$ cat config.mk
export PLATFORM = sky130hd
export DESIGN_NAME = hazard_ctrl_flat
export DESIGN_NICKNAME = d
export VERILOG_FILES = /design/src/rtl/hazard_if.sv /design/src/rtl/hazard_ctrl.sv /design/src/flat_wrapper.sv
export SDC_FILE = /design/constraint.sdc
export NUM_CORES = 1
export LEC_CHECK = 0
export CAP_MARGIN = 0
export CORE_UTILIZATION = 40
export DETAILED_ROUTE_END_ITERATION = 10
export PLACE_DENSITY_LB_ADDON = 0.15
export SKIP_CTS_REPAIR_TIMING = 1
export SLEW_MARGIN = 20
export SYNTH_ARGS = -nofsm -noshare
export SYNTH_HDL_FRONTEND = slang
export SYNTH_SLANG_ARGS = --single-unit
export TNS_END_PERCENT = 50
$ cat constraint.sdc
create_clock -name clk -period 6.77 [get_ports clk]
set_input_delay 0.677 -clock clk [delete_from_list [all_inputs] [get_ports clk]]
set_output_delay 0.677 -clock clk [all_outputs]
set_load 0.01 [all_outputs]
$ cat src/rtl/hazard_if.sv
// hazard_if: decoded ID-stage fields, branch outcome and hazard controls
interface hazard_if;
  logic [4:0]  i_ID_data_RSAddr;
  logic [4:0]  i_ID_data_RTAddr;
  logic        i_ID_ctrl_UsesRS;
  logic        i_ID_ctrl_UsesRT;
  logic [4:0]  i_ID_data_DstAddr;
  logic        i_ID_ctrl_RegWrite;
  logic        i_ID_ctrl_MemRead;
  logic        i_MEM_ctrl_BranchTaken;
  logic        o_IF_ctrl_PCWrite;
  logic        o_ID_ctrl_IFIDWrite;
  logic        o_ID_ctrl_IFIDFlush;
  logic        o_EX_ctrl_Bubble;
  logic        o_MEM_ctrl_Flush;
  logic [15:0] o_stat_StallCnt;
  logic [15:0] o_stat_FlushCnt;
  modport master (
    output i_ID_data_RSAddr, i_ID_data_RTAddr, i_ID_ctrl_UsesRS, i_ID_ctrl_UsesRT,
           i_ID_data_DstAddr, i_ID_ctrl_RegWrite, i_ID_ctrl_MemRead, i_MEM_ctrl_BranchTaken,
    input  o_IF_ctrl_PCWrite, o_ID_ctrl_IFIDWrite, o_ID_ctrl_IFIDFlush, o_EX_ctrl_Bubble,
           o_MEM_ctrl_Flush, o_stat_StallCnt, o_stat_FlushCnt
  );
  modport slave (
    input  i_ID_data_RSAddr, i_ID_data_RTAddr, i_ID_ctrl_UsesRS, i_ID_ctrl_UsesRT,
           i_ID_data_DstAddr, i_ID_ctrl_RegWrite, i_ID_ctrl_MemRead, i_MEM_ctrl_BranchTaken,
    output o_IF_ctrl_PCWrite, o_ID_ctrl_IFIDWrite, o_ID_ctrl_IFIDFlush, o_EX_ctrl_Bubble,
           o_MEM_ctrl_Flush, o_stat_StallCnt, o_stat_FlushCnt
  );
endinterface

$ cat src/rtl/hazard_ctrl.sv
// hazard_ctrl: load-use/RAW stall and taken-branch flush control with EX/MEM/WB shadow scoreboard
module hazard_ctrl #(
  parameter bit FORWARDING = 1'b1,
  parameter bit WB_BYPASS  = 1'b1
) (
  input  logic     clk,
  input  logic     nrst,
  hazard_if.slave  hz
);
  typedef struct packed {
    logic       vld;
    logic [4:0] dst;
    logic       wr;
    logic       ld;
  } slot_t;
  typedef enum logic [1:0] {RUN, STALL, FLUSH} mode_e;
  slot_t       ex_q, ex_d, mem_q, mem_d, wb_q, wb_d;
  logic [15:0] stall_q, stall_d, flush_q, flush_d;
  logic [2:0]  hit, ld, en;
  logic        hazard;
  mode_e       mode;
  logic [4:0]  ctl;
  function automatic logic match(slot_t s, logic [4:0] rs, logic [4:0] rt, logic urs, logic urt);
    return s.vld && s.wr && s.dst != 5'd0 && ((urs && s.dst == rs) || (urt && s.dst == rt));
  endfunction
  assign hit = {match(wb_q,  hz.i_ID_data_RSAddr, hz.i_ID_data_RTAddr, hz.i_ID_ctrl_UsesRS, hz.i_ID_ctrl_UsesRT),
                match(mem_q, hz.i_ID_data_RSAddr, hz.i_ID_data_RTAddr, hz.i_ID_ctrl_UsesRS, hz.i_ID_ctrl_UsesRT),
                match(ex_q,  hz.i_ID_data_RSAddr, hz.i_ID_data_RTAddr, hz.i_ID_ctrl_UsesRS, hz.i_ID_ctrl_UsesRT)};
  assign ld  = {wb_q.ld, mem_q.ld, ex_q.ld};
  // with forwarding only a load still in EX blocks; otherwise every writer blocks until it retires
  assign en     = FORWARDING ? (ld & 3'b001) : {!WB_BYPASS, 2'b11};
  assign hazard = |(hit & en);
  // mode priority and the pipeline controls it implies; reset forces nops everywhere
  always_comb begin
    mode = hz.i_MEM_ctrl_BranchTaken ? FLUSH : hazard ? STALL : RUN;
    ctl  = !nrst ? 5'b00111 : mode == FLUSH ? 5'b11111 : mode == STALL ? 5'b00010 : 5'b11000;
  end
  assign {hz.o_IF_ctrl_PCWrite, hz.o_ID_ctrl_IFIDWrite, hz.o_ID_ctrl_IFIDFlush,
          hz.o_EX_ctrl_Bubble, hz.o_MEM_ctrl_Flush} = ctl;
  assign hz.o_stat_StallCnt = stall_q;
  assign hz.o_stat_FlushCnt = flush_q;
  // scoreboard shift: bubbles enter EX on stall/flush, squashed EX is dropped on flush
  always_comb begin
    ex_d    = mode == RUN ? slot_t'({1'b1, hz.i_ID_data_DstAddr, hz.i_ID_ctrl_RegWrite, hz.i_ID_ctrl_MemRead}) : slot_t'(0);
    mem_d   = mode == FLUSH ? slot_t'(0) : ex_q;
    wb_d    = mem_q;
    stall_d = stall_q + 16'(mode == STALL && stall_q != 16'hFFFF);
    flush_d = flush_q + 16'(mode == FLUSH && flush_q != 16'hFFFF);
  end
  // state registers with synchronous active-low reset
  always_ff @(posedge clk) begin
    if (!nrst) begin
      ex_q    <= slot_t'(0);
      mem_q   <= slot_t'(0);
      wb_q    <= slot_t'(0);
      stall_q <= 16'd0;
      flush_q <= 16'd0;
    end else begin
      ex_q    <= ex_d;
      mem_q   <= mem_d;
      wb_q    <= wb_d;
      stall_q <= stall_d;
      flush_q <= flush_d;
    end
  end
endmodule

$ cat src/flat_wrapper.sv
// flat-port wrapper written by rule: the top's interface ports become plain ports
module hazard_ctrl_flat 
#(
  parameter bit FORWARDING = 1'b1,
  parameter bit WB_BYPASS  = 1'b1
)
  (clk, nrst, hz_i_ID_data_RSAddr, hz_i_ID_data_RTAddr, hz_i_ID_ctrl_UsesRS, hz_i_ID_ctrl_UsesRT, hz_i_ID_data_DstAddr, hz_i_ID_ctrl_RegWrite, hz_i_ID_ctrl_MemRead, hz_i_MEM_ctrl_BranchTaken, hz_o_IF_ctrl_PCWrite, hz_o_ID_ctrl_IFIDWrite, hz_o_ID_ctrl_IFIDFlush, hz_o_EX_ctrl_Bubble, hz_o_MEM_ctrl_Flush, hz_o_stat_StallCnt, hz_o_stat_FlushCnt);
  hazard_if hz_i ();
  input  logic clk;
  input  logic nrst;
  input wire logic [$bits(hz_i.i_ID_data_RSAddr)-1:0] hz_i_ID_data_RSAddr;
  input wire logic [$bits(hz_i.i_ID_data_RTAddr)-1:0] hz_i_ID_data_RTAddr;
  input wire logic [$bits(hz_i.i_ID_ctrl_UsesRS)-1:0] hz_i_ID_ctrl_UsesRS;
  input wire logic [$bits(hz_i.i_ID_ctrl_UsesRT)-1:0] hz_i_ID_ctrl_UsesRT;
  input wire logic [$bits(hz_i.i_ID_data_DstAddr)-1:0] hz_i_ID_data_DstAddr;
  input wire logic [$bits(hz_i.i_ID_ctrl_RegWrite)-1:0] hz_i_ID_ctrl_RegWrite;
  input wire logic [$bits(hz_i.i_ID_ctrl_MemRead)-1:0] hz_i_ID_ctrl_MemRead;
  input wire logic [$bits(hz_i.i_MEM_ctrl_BranchTaken)-1:0] hz_i_MEM_ctrl_BranchTaken;
  output wire logic [$bits(hz_i.o_IF_ctrl_PCWrite)-1:0] hz_o_IF_ctrl_PCWrite;
  output wire logic [$bits(hz_i.o_ID_ctrl_IFIDWrite)-1:0] hz_o_ID_ctrl_IFIDWrite;
  output wire logic [$bits(hz_i.o_ID_ctrl_IFIDFlush)-1:0] hz_o_ID_ctrl_IFIDFlush;
  output wire logic [$bits(hz_i.o_EX_ctrl_Bubble)-1:0] hz_o_EX_ctrl_Bubble;
  output wire logic [$bits(hz_i.o_MEM_ctrl_Flush)-1:0] hz_o_MEM_ctrl_Flush;
  output wire logic [$bits(hz_i.o_stat_StallCnt)-1:0] hz_o_stat_StallCnt;
  output wire logic [$bits(hz_i.o_stat_FlushCnt)-1:0] hz_o_stat_FlushCnt;
  assign hz_i.i_ID_data_RSAddr = hz_i_ID_data_RSAddr;
  assign hz_i.i_ID_data_RTAddr = hz_i_ID_data_RTAddr;
  assign hz_i.i_ID_ctrl_UsesRS = hz_i_ID_ctrl_UsesRS;
  assign hz_i.i_ID_ctrl_UsesRT = hz_i_ID_ctrl_UsesRT;
  assign hz_i.i_ID_data_DstAddr = hz_i_ID_data_DstAddr;
  assign hz_i.i_ID_ctrl_RegWrite = hz_i_ID_ctrl_RegWrite;
  assign hz_i.i_ID_ctrl_MemRead = hz_i_ID_ctrl_MemRead;
  assign hz_i.i_MEM_ctrl_BranchTaken = hz_i_MEM_ctrl_BranchTaken;
  assign hz_o_IF_ctrl_PCWrite = hz_i.o_IF_ctrl_PCWrite;
  assign hz_o_ID_ctrl_IFIDWrite = hz_i.o_ID_ctrl_IFIDWrite;
  assign hz_o_ID_ctrl_IFIDFlush = hz_i.o_ID_ctrl_IFIDFlush;
  assign hz_o_EX_ctrl_Bubble = hz_i.o_EX_ctrl_Bubble;
  assign hz_o_MEM_ctrl_Flush = hz_i.o_MEM_ctrl_Flush;
  assign hz_o_stat_StallCnt = hz_i.o_stat_StallCnt;
  assign hz_o_stat_FlushCnt = hz_i.o_stat_FlushCnt;
  hazard_ctrl #(.FORWARDING(FORWARDING), .WB_BYPASS(WB_BYPASS)) u_core (.clk(clk), .nrst(nrst), .hz(hz_i));
endmodule
==> metrics.txt, run 1 <==
status complete, no violations; CTS tree done; leakage 0.877 nW; worst slew pin tran 0.943 ns; worst skew pair latency 0.29 ns; diode count 0; clock skew 0.00299 ns; Slew Viols, Final 0; pwr dens 172 nW/um^2; Peak VDD IR ~0.000083 V; row count 24; Post-Route Setup TNS 0 ns; count leader, synth dfxtp_1; worst relative slew slack 37.1%; commonest cells in the netlist dfxtp_1, nor2_1, xnor2_1, nand2_1; CP Class input port to primary output; core area between 4000 and 5000 um^2; number of flops mapped to enable cells by yosys 0; syn nets 238; cell-internal power 0.000344 W; post-synth top area share 42.7%; clock group share of total power between 30% and 40%; 1st-iter DRT viols 74; Final setup viols 0; DR WL/cell around 12 um; Root Driver clkbuf_8; ranking of synthesized cells by area dfxtp_1, xnor2_1, nor2_1; largest net degree at the start of global routing 31; global route overflow 0; routed via count 1671; sequential area share after synthesis 42.7%; H-tree Lvls 2; syn avg cell area 8.88 um^2; combinational power share 8.3%; CTS sink cnt 40; Nets 296; initial antenna violation count 0; worst-path maximum fanout 30; vias in the first global route 1458; Pre-Repair DR Iteration Count 4; Routed Antenna Nets 0; RSZ-0062 raised after global routing no; YS warnings 0; die width just over 70 um; layout cells sized above 1 under 10%; DR vias/cell just over 5; Maximum Capacitance Violations 0; PortBufs 58; Post-synth ARST share 0%; Top FF cell, synth dfxtp_1; Reg power frac a little under three fifths; area delta synth->final 36.5%; count of different cell masters after synthesis 33; crit path DAT 2.98 ns; chip height around 70 um; Cell Area, Synth 1870 um^2; Worst Hold Class flop to flop; first-pass GRT wire length 6600 um; Crit path required time 6.09 ns; NetSw 0.0000953 W; CTS buffer count 5; #FFs+latches synth 40; I/O Pins 59; Fin. Hold Viols 0; Fill cells around 430; startpoint types input port; Initial Util 42.5%; Detailed Place HPWL 2830 um; DRT Wirelength 3910 um; CP Capture Type primary output; Synth area leader dfxtp_1; non-filler cells, final 322; post-route minimum period 3.66 ns; DIE AREA 4960 um^2; Post-Syn Instances 211; CTS clk-pin slew, worst paths ~0.070 ns; CTS max path bufs 2; flip-flop and latch area between 800 and 900 um^2; DRC 0; final period utilization 54.1%; GRT Resource Usage Total ~17%; Switching Fraction 21.7%; RD Place Congestion approximately 0.79; placed insts 314; Multi-input gate area between 900 and 1000 um^2; Max Clk Rate 273 MHz
==> power groups by stage <==
stage                     Sequential [W]  Clock (W)  Combinational, W
after floorplan                 0.000247          0         0.0000168
after global placement          0.000247          0         0.0000364
after detailed placement        0.000247          0         0.0000364
after CTS                       0.000242   0.000167         0.0000367
after global routing            0.000242   0.000176         0.0000400
final                           0.000242   0.000161         0.0000363
==> worst max-delay path: stages <==
cell and delay (ns):
clkdlybuf4s50_1 0.47, inv_1 0.72, nor2_1 0.29, inv_1 0.19
a21o_1 0.10, clkdlybuf4s50_1 0.53
==> layout by cell type, fill, tap and decap left out, types with 2 or more instances in the layout <==
cell type,count
xnor2_1,24
or4_1,4
nand3_1,13
xor2_1,9
and2_1,5
nor3_1,7
dfxtp_1,40
nor4_1,4
inv_1,6
clkbuf_8,6
o31ai_1,3
nor2_1,26
clkbuf_1,2
nand4_1,10
ha_1,5
a21oi_1,13
clkdlybuf4s50_1,58
nand2_1,17
o21ai_0,2
and3_1,3
or3_1,2
==> registers in the layout, indices dropped and copies added, names as in the netlist <==
| name | count |
|---|---|
| u_core.en | 1 |
| u_core.ex_q | 7 |
| u_core.hz.o_stat_FlushCnt | 16 |
| u_core.hz.o_stat_StallCnt | 16 |
==> routing by layer <==
layer / part of all wire, % / track usage, % / wire length [um] / vias up
li1: - / - / - / 849
met1: 48 / 21.8 / 1870 / 766
met2: 45 / 25.7 / 1770 / 49
met3: 5.4 / 4.76 / 212 / 7
met4: 1.6 / 6.00 / 61 / 0
met5: 0 / 0 / 0 / -
==> metrics by stage <==
step | hold slack, ns | worst slack, ns | util [%] | total power, W | area, um^2
detailed placement | 0.503 | 3.09 | 55.9 | 0.000284 | 2470
floorplan | 0.506 | 4.09 | - | 0.000264 | 1870
global placement | 0.506 | 3.05 | 55.9 | 0.000283 | 2470
CTS | 0.523 | 3.09 | 58.0 | 0.000445 | 2560
global route | 0.558 | 2.84 | 58.0 | 0.000458 | 2560
finish | 0.525 | 3.11 | 58.0 | 0.000439 | 2560
==> path summary, 6_finish.rpt <==
| path | cells after the start | slack (ns) | start | end |
|---|---|---|---|---|
| hold reg to reg | 2 | 0.53 | u_core.hz.o_stat_StallCnt[15] | u_core.hz.o_stat_StallCnt[15] |
| setup / recovery | 6 | 3.11 | nrst | hz_o_EX_ctrl_Bubble |
| hold / removal | 2 | 0.53 | u_core.hz.o_stat_StallCnt[15] | u_core.hz.o_stat_StallCnt[15] |
| setup reg to reg | 9 | 3.90 | u_core.ex_q[5] | u_core.hz.o_stat_StallCnt[14] |
==> layout make-up <==
class,instances,area share [%]
Clock buffer,8,3.52
Inverter,6,0.880
Multi-Input combinational cell,158,39.1
Sequential cell,40,31.3
Tap cell,52,2.54
Timing Repair Buffer,58,22.7
==> cell families (layout without fill, tap and decap cells) <==
group                    Yosys count  in the layout  synth area share [%]
adder cells (fa/ha/maj)            5              5                  3.34
AND/OR/NAND/NOR                   98             98                  27.8
XOR/XNOR                          33             33                  15.4
buffers and inverters             13             72                  3.94
AO/OA/AOI/OAI                     22             22                  6.74
flip-flops                        40             40                  42.7
No activity file was read; power rests on OpenSTA's default activity.
==> run 2, diff against run 1 <==
- clock period: 6.77 -> 3.3 ns (I/O delays scaled with it)
==> run 2 against run 1 <==
Against the previous run: core utilization increased by 0.23 points; sequential share of layout area decreased by 0.12 points; die area unchanged; critical path depth increased by 3; critical path type is now flop to flop; largest power group unchanged.
==> metrics.txt, run 2 (synthesis results as in run 1) <==
Pre-Repair DR Iteration Count 4 (unchanged); largest net degree at the start of global routing 30 (-3.2%); clock skew 0.00565 ns (+0.00265 ns); crit path DAT 2.96 ns (-0.02 ns); CTS tree done; worst slew pin tran 0.568 ns (-0.375 ns); layout cells sized above 1 4.78% (+1.1 points); most common cell after layout, fill and taps aside clkdlybuf4s50_1; first-pass GRT wire length 7040 um (+6.6%); design area 2570 um^2 (+0.39%); DR WL/cell 11.8 um (-3.3%); row count 24 (unchanged); Root Driver clkbuf_8; post-route minimum period 2.74 ns; dpl cell area 2490 um^2 (+0.91%); crit path cell chain or4_1 -> nor2_1 -> or4b_2 -> nor3b_1 -> ha_1 -> ha_1 -> nand2_1 -> or4_1 -> a21oi_1; RD Place Congestion 0.740 (-6.4%); worst skew pair latency 0.29 ns (about the same); DRC 0 (unchanged); Nets 299 (+1.0%); CP Class flop to flop; CTS sink cnt 40 (unchanged); Reg2Reg Depth 9 (unchanged); core area 4410 um^2 (unchanged); hold depth 2 (unchanged); Routed Antenna Nets 0 (unchanged); Peak VDD IR 0.000229 V (+180%); DR vias/cell 5.06 (-2.4%); pwr dens 340 nW/um^2 (+98%); Fin. Hold Viols 0 (unchanged); Maximum Capacitance Violations 0 (unchanged); global route overflow 0 (unchanged); initial antenna violation count 0 (unchanged); worst-path maximum fanout 5 (-83%); vias in the first global route 1581 (+8.4%); Final setup viols 0 (unchanged); Critical Path Max Stage Delay 0.63 ns (-0.09 ns); H-tree Lvls 2 (unchanged); Initial Util 42.5% (unchanged); slowest CP cell or4b_2; status complete, no violations; 1st-iter DRT viols 51 (-31%); die width 70.5 um (unchanged); GRT Resource Usage Total 17.6% (+1.1 points); routed via count 1641 (-1.8%); most frequent cells in the layout clkdlybuf4s50_1, dfxtp_1, nor2_1; Post-Route Setup TNS 0 ns (unchanged); startpoint types flop; CTS clk-pin slew, worst paths 0.07 ns (about the same); Final WS setup 0.562 ns (-2.55 ns); Slew Viols, Final 0 (unchanged); area delta synth->final 37.0%; chip height 70.5 um (unchanged); diode count 0 (unchanged); CP Capture Type flop; CTS buffer count 5 (unchanged); Fill cells 426 (-1.4%); final period utilization 83.0%; worst relative slew slack 62.0% (+25 points); Worst Hold Class flop to flop; Crit path required time 3.52 ns (-2.57 ns); RSZ-0062 raised after global routing no; Max Clk Rate 365 MHz; DP Worst Slack 0.300 ns (-2.79 ns); PortBufs 58 (unchanged); PnR Total Power 0.000874 W (+99%); I/O Pins 59 (unchanged); leakage 0.887 nW (+1.1%); DRT Wirelength 3810 um (-2.7%); Detailed Place HPWL 2810 um (-0.76%); DIE AREA 4960 um^2 (unchanged); CTS max path bufs 2 (unchanged)
## run 2: cell types whose count changed in the layout (fill, tap and decap cells not counted), sizes merged
| cell | change |
|---|---|
| clkinv | +1 |
| buf | +3 |
| clkbuf | -2 |
## run 2: metrics by stage
stage / utilization [%] / instances / hold slack (ns)
final: 58.2 / 324 / 0.511
after global routing: 58.2 / 324 / 0.550
after CTS: 58.2 / 324 / 0.517
after detailed placement: 56.4 / 317 / 0.497
after global placement: 56.4 / 317 / 0.503
after floorplan: - / 211 / 0.446
## run 2: area by class of cell
type | instances | area [um^2] | area share (%)
clock buffer | 6 | 72.6 | 2.83
clock inverter | 1 | 5.00 | 0.195
inverter | 6 | 22.5 | 0.877
multi-input combinational | 158 | 1000 | 38.9
sequential | 40 | 801 | 31.2
tap | 52 | 65.1 | 2.53
timing repair buffer | 61 | 603 | 23.5
## run 2: critical path: cells and delay by family (launching register included)
kind / cells / cell delay, ns
compound gates: 1 / 0.15
fa+ha+maj: 2 / 0.57
flops: 1 / 0.39
simple gates: 6 / 1.55
## run 2: layer usage
layer	global-route usage [%]	up-vias	wire, um
met4	5.33	0	66
met5	0	-	0
li1	-	857	-
met1	22.3	731	1800
met2	28.4	46	1720
met3	5.77	7	219
## run 2: worst paths after layout
path	start	to	slack (ns)
worst max register to register	u_core.ex_q[5]	u_core.hz.o_stat_StallCnt[14]	0.56
worst min-delay path	u_core.hz.o_stat_StallCnt[15]	u_core.hz.o_stat_StallCnt[15]	0.51
worst max-delay path	u_core.ex_q[5]	u_core.hz.o_stat_StallCnt[14]	0.56
worst min register to register	u_core.hz.o_stat_StallCnt[15]	u_core.hz.o_stat_StallCnt[15]	0.51
## run 2: power by group
part | leakage, nW | switching, W | internal [W]
sequential | 0.324 | 0.00000626 | 0.000489
combinational | 0.522 | 0.0000285 | 0.0000469
clock | 0.0410 | 0.000160 | 0.000144
==> run 3, diff against run 2 <==
- clock period: 3.3 -> 2.55 ns (I/O delays scaled with it)
==> run 3 against run 2 <==
Against the previous run: count of clock-buffer cells in the layout is 1 lower; die area did not move; largest power group unchanged; critical path depth is the same; design area increased by 7.0%; setup slack worse by 0.43 ns; clock skew is 0.0017 ns lower; wire length rose by 5.5%; sequential cell count unchanged; sequential power grew 29%; global-route usage shrank 1.1 points; largest cell class unchanged; fmax is 13% higher.
==> metrics.txt, run 3 (synthesis results as in run 1) <==
diode count 0 (unchanged); hold depth 3 (+1); Crit path required time 2.78 ns (-0.74 ns); leakage 0.994 nW (+12%); final core utilization 62.2% (+4.1 points); Root Driver clkbuf_8; DIE AREA 4960 um^2 (unchanged); I/O Pins 59 (unchanged); GRT Resource Usage Total 16.6% (-1.1 points); CP Class flop to flop; CTS buffer count 5 (unchanged); row count 24 (unchanged); Crit Reg-Reg Startpoint u_core.ex_q[5]; routed via count 1731 (+5.5%); worst relative slew slack 61.0% (-1.0 points); Detailed Place HPWL 2990 um (+6.5%); final period utilization 94.7% (+12 points); most frequent cells in the layout clkdlybuf4s50_1, dfxtp_1, nor2_1; largest net degree at the start of global routing 23 (-23%); Post-Route Setup TNS 0 ns (unchanged); clock skew 0.00397 ns (-0.00168 ns); hold wc startpoint hz_i_ID_data_DstAddr[4]; Hold Path End u_core.ex_q[6]; Peak VDD IR 0.000409 V (+79%); core area 4410 um^2 (unchanged); PortBufs 58 (unchanged); Worst Hold Class input port to flop; worst r2r dst u_core.hz.o_stat_StallCnt[14]; global route overflow 0 (unchanged); worst slew pin tran 0.583 ns (+0.0154 ns); vias in the first global route 1526 (-3.5%); RD Place Congestion 0.732 (-1.0%); worst-path maximum fanout 3 (-2); Routed Antenna Nets 0 (unchanged); Final setup viols 0 (unchanged); first-pass GRT wire length 6570 um (-6.7%); DR WL/cell 11.8 um (+0.23%); Final WS setup 0.136 ns (-0.427 ns); CTS max path bufs 2 (unchanged); Nets 315 (+5.4%); post-route minimum period 2.41 ns (-0.323 ns); DR vias/cell 5.08 (+0.23%); Max Clk Rate 414 MHz (+13%); initial antenna violation count 0 (unchanged); worst skew pair latency 0.30 ns (about the same); area delta synth->final 46.6%; most common cell after layout, fill and taps aside clkdlybuf4s50_1; Reg2Reg Depth 9 (unchanged); die width 70.5 um (unchanged); DRT Wirelength 4020 um (+5.5%); Initial Util 42.5% (unchanged); CTS tree done; Maximum Capacitance Violations 0 (unchanged); Fill cells 409 (-4.0%); Pre-Repair DR Iteration Count 4 (unchanged); reg-to-reg slack, setup 0.14 ns (-0.43 ns); startpoint types flop; crit path DAT 2.65 ns (-0.31 ns); CP Capture Type flop; chip height 70.5 um (unchanged); flip-flop and latch area 801 um^2 (unchanged); DRC 0 (unchanged); 1st-iter DRT viols 97 (+90%); layout cells sized above 1 12.5% (+7.7 points); status complete, no violations; CTS sink cnt 40 (unchanged); Slew Viols, Final 0 (unchanged); H-tree Lvls 2 (unchanged); Multi-input gate area 1020 um^2 (+2.0%); CTS clk-pin slew, worst paths 0.08 ns (about the same); DP Worst Slack -0.175 ns (-0.475 ns); pwr dens 460 nW/um^2 (+35%); Fin. Hold Viols 0 (unchanged)
-- run 3: changes by cell type in the layout (fill, tap and decap cells not counted), moves of 2 or more --
| cell | before | now |
|---|---|---|
| dlymetal6s2s_1 | 0 | 2 |
| ha_1 | 5 | 3 |
| clkdlybuf4s50_1 | 58 | 56 |
| buf_4 | 3 | 19 |
| ha_2 | 0 | 2 |
-- run 3: critical path, stage by stage (launching register included) --
cell     delay [ns]
dfxtp_1        0.34
or4_1          0.11
nor2_1         0.05
or4b_2         0.64
nor3b_2        0.19
ha_2           0.21
ha_2           0.19
nand2_1        0.08
or4_1          0.40
a21oi_1        0.14
-- run 3: per-layer routing --
| metal | routed length (um) | track usage (%) | vias to the layer above |
|---|---|---|---|
| li1 | - | - | 894 |
| met1 | 1970 | 21.4 | 792 |
| met2 | 1810 | 26.0 | 40 |
| met3 | 196 | 5.77 | 5 |
| met4 | 44 | 4.67 | 0 |
| met5 | 0 | 0 | - |
-- run 3: power breakdown --
part           leakage [nW]  switching (W)  internal (W)
Clock                0.0541       0.000229      0.000290
Combinational         0.616      0.0000402     0.0000657
Sequential            0.324     0.00000605      0.000633
Total                 0.994       0.000275      0.000988
-- run 3: how the worst max path moves through the flow --
stage	start	to	slack (ns)	cells after the start
2_1_floorplan	u_core.ex_q[5]	u_core.hz.o_stat_StallCnt[14]	0.07	9
3_3_place_gp	hz_i_MEM_ctrl_BranchTaken	u_core.hz.o_stat_StallCnt[14]	-0.10	8
3_5_place_dp	hz_i_MEM_ctrl_BranchTaken	u_core.hz.o_stat_StallCnt[13]	-0.18	8
4_1_cts	u_core.ex_q[2]	hz_o_ID_ctrl_IFIDWrite	0.02	5
5_1_grt	u_core.ex_q[5]	hz_o_EX_ctrl_Bubble	-0.01	7
6_report	u_core.ex_q[5]	u_core.hz.o_stat_StallCnt[14]	0.14	9
-- run 3: final cells by class --
class                      count  share of cell area, %
multi-input combinational    158                   37.1
sequential                    40                   29.1
timing repair buffer          77                   26.5
clock buffer                   5                   2.50
tap                           52                   2.37
clock inverter                 3                   1.55
inverter                       6                  0.820
-- run 3: metrics by stage --
stage	cell area (um^2)	instances	hold WS [ns]	power, W
detailed placement	2600	332	0.509	0.000761
global placement	2600	332	0.505	0.000761
floorplan	1870	211	0.371	0.000700
CTS	2720	340	0.470	0.00128
finish	2750	341	0.479	0.00126
global route	2750	341	0.497	0.00131
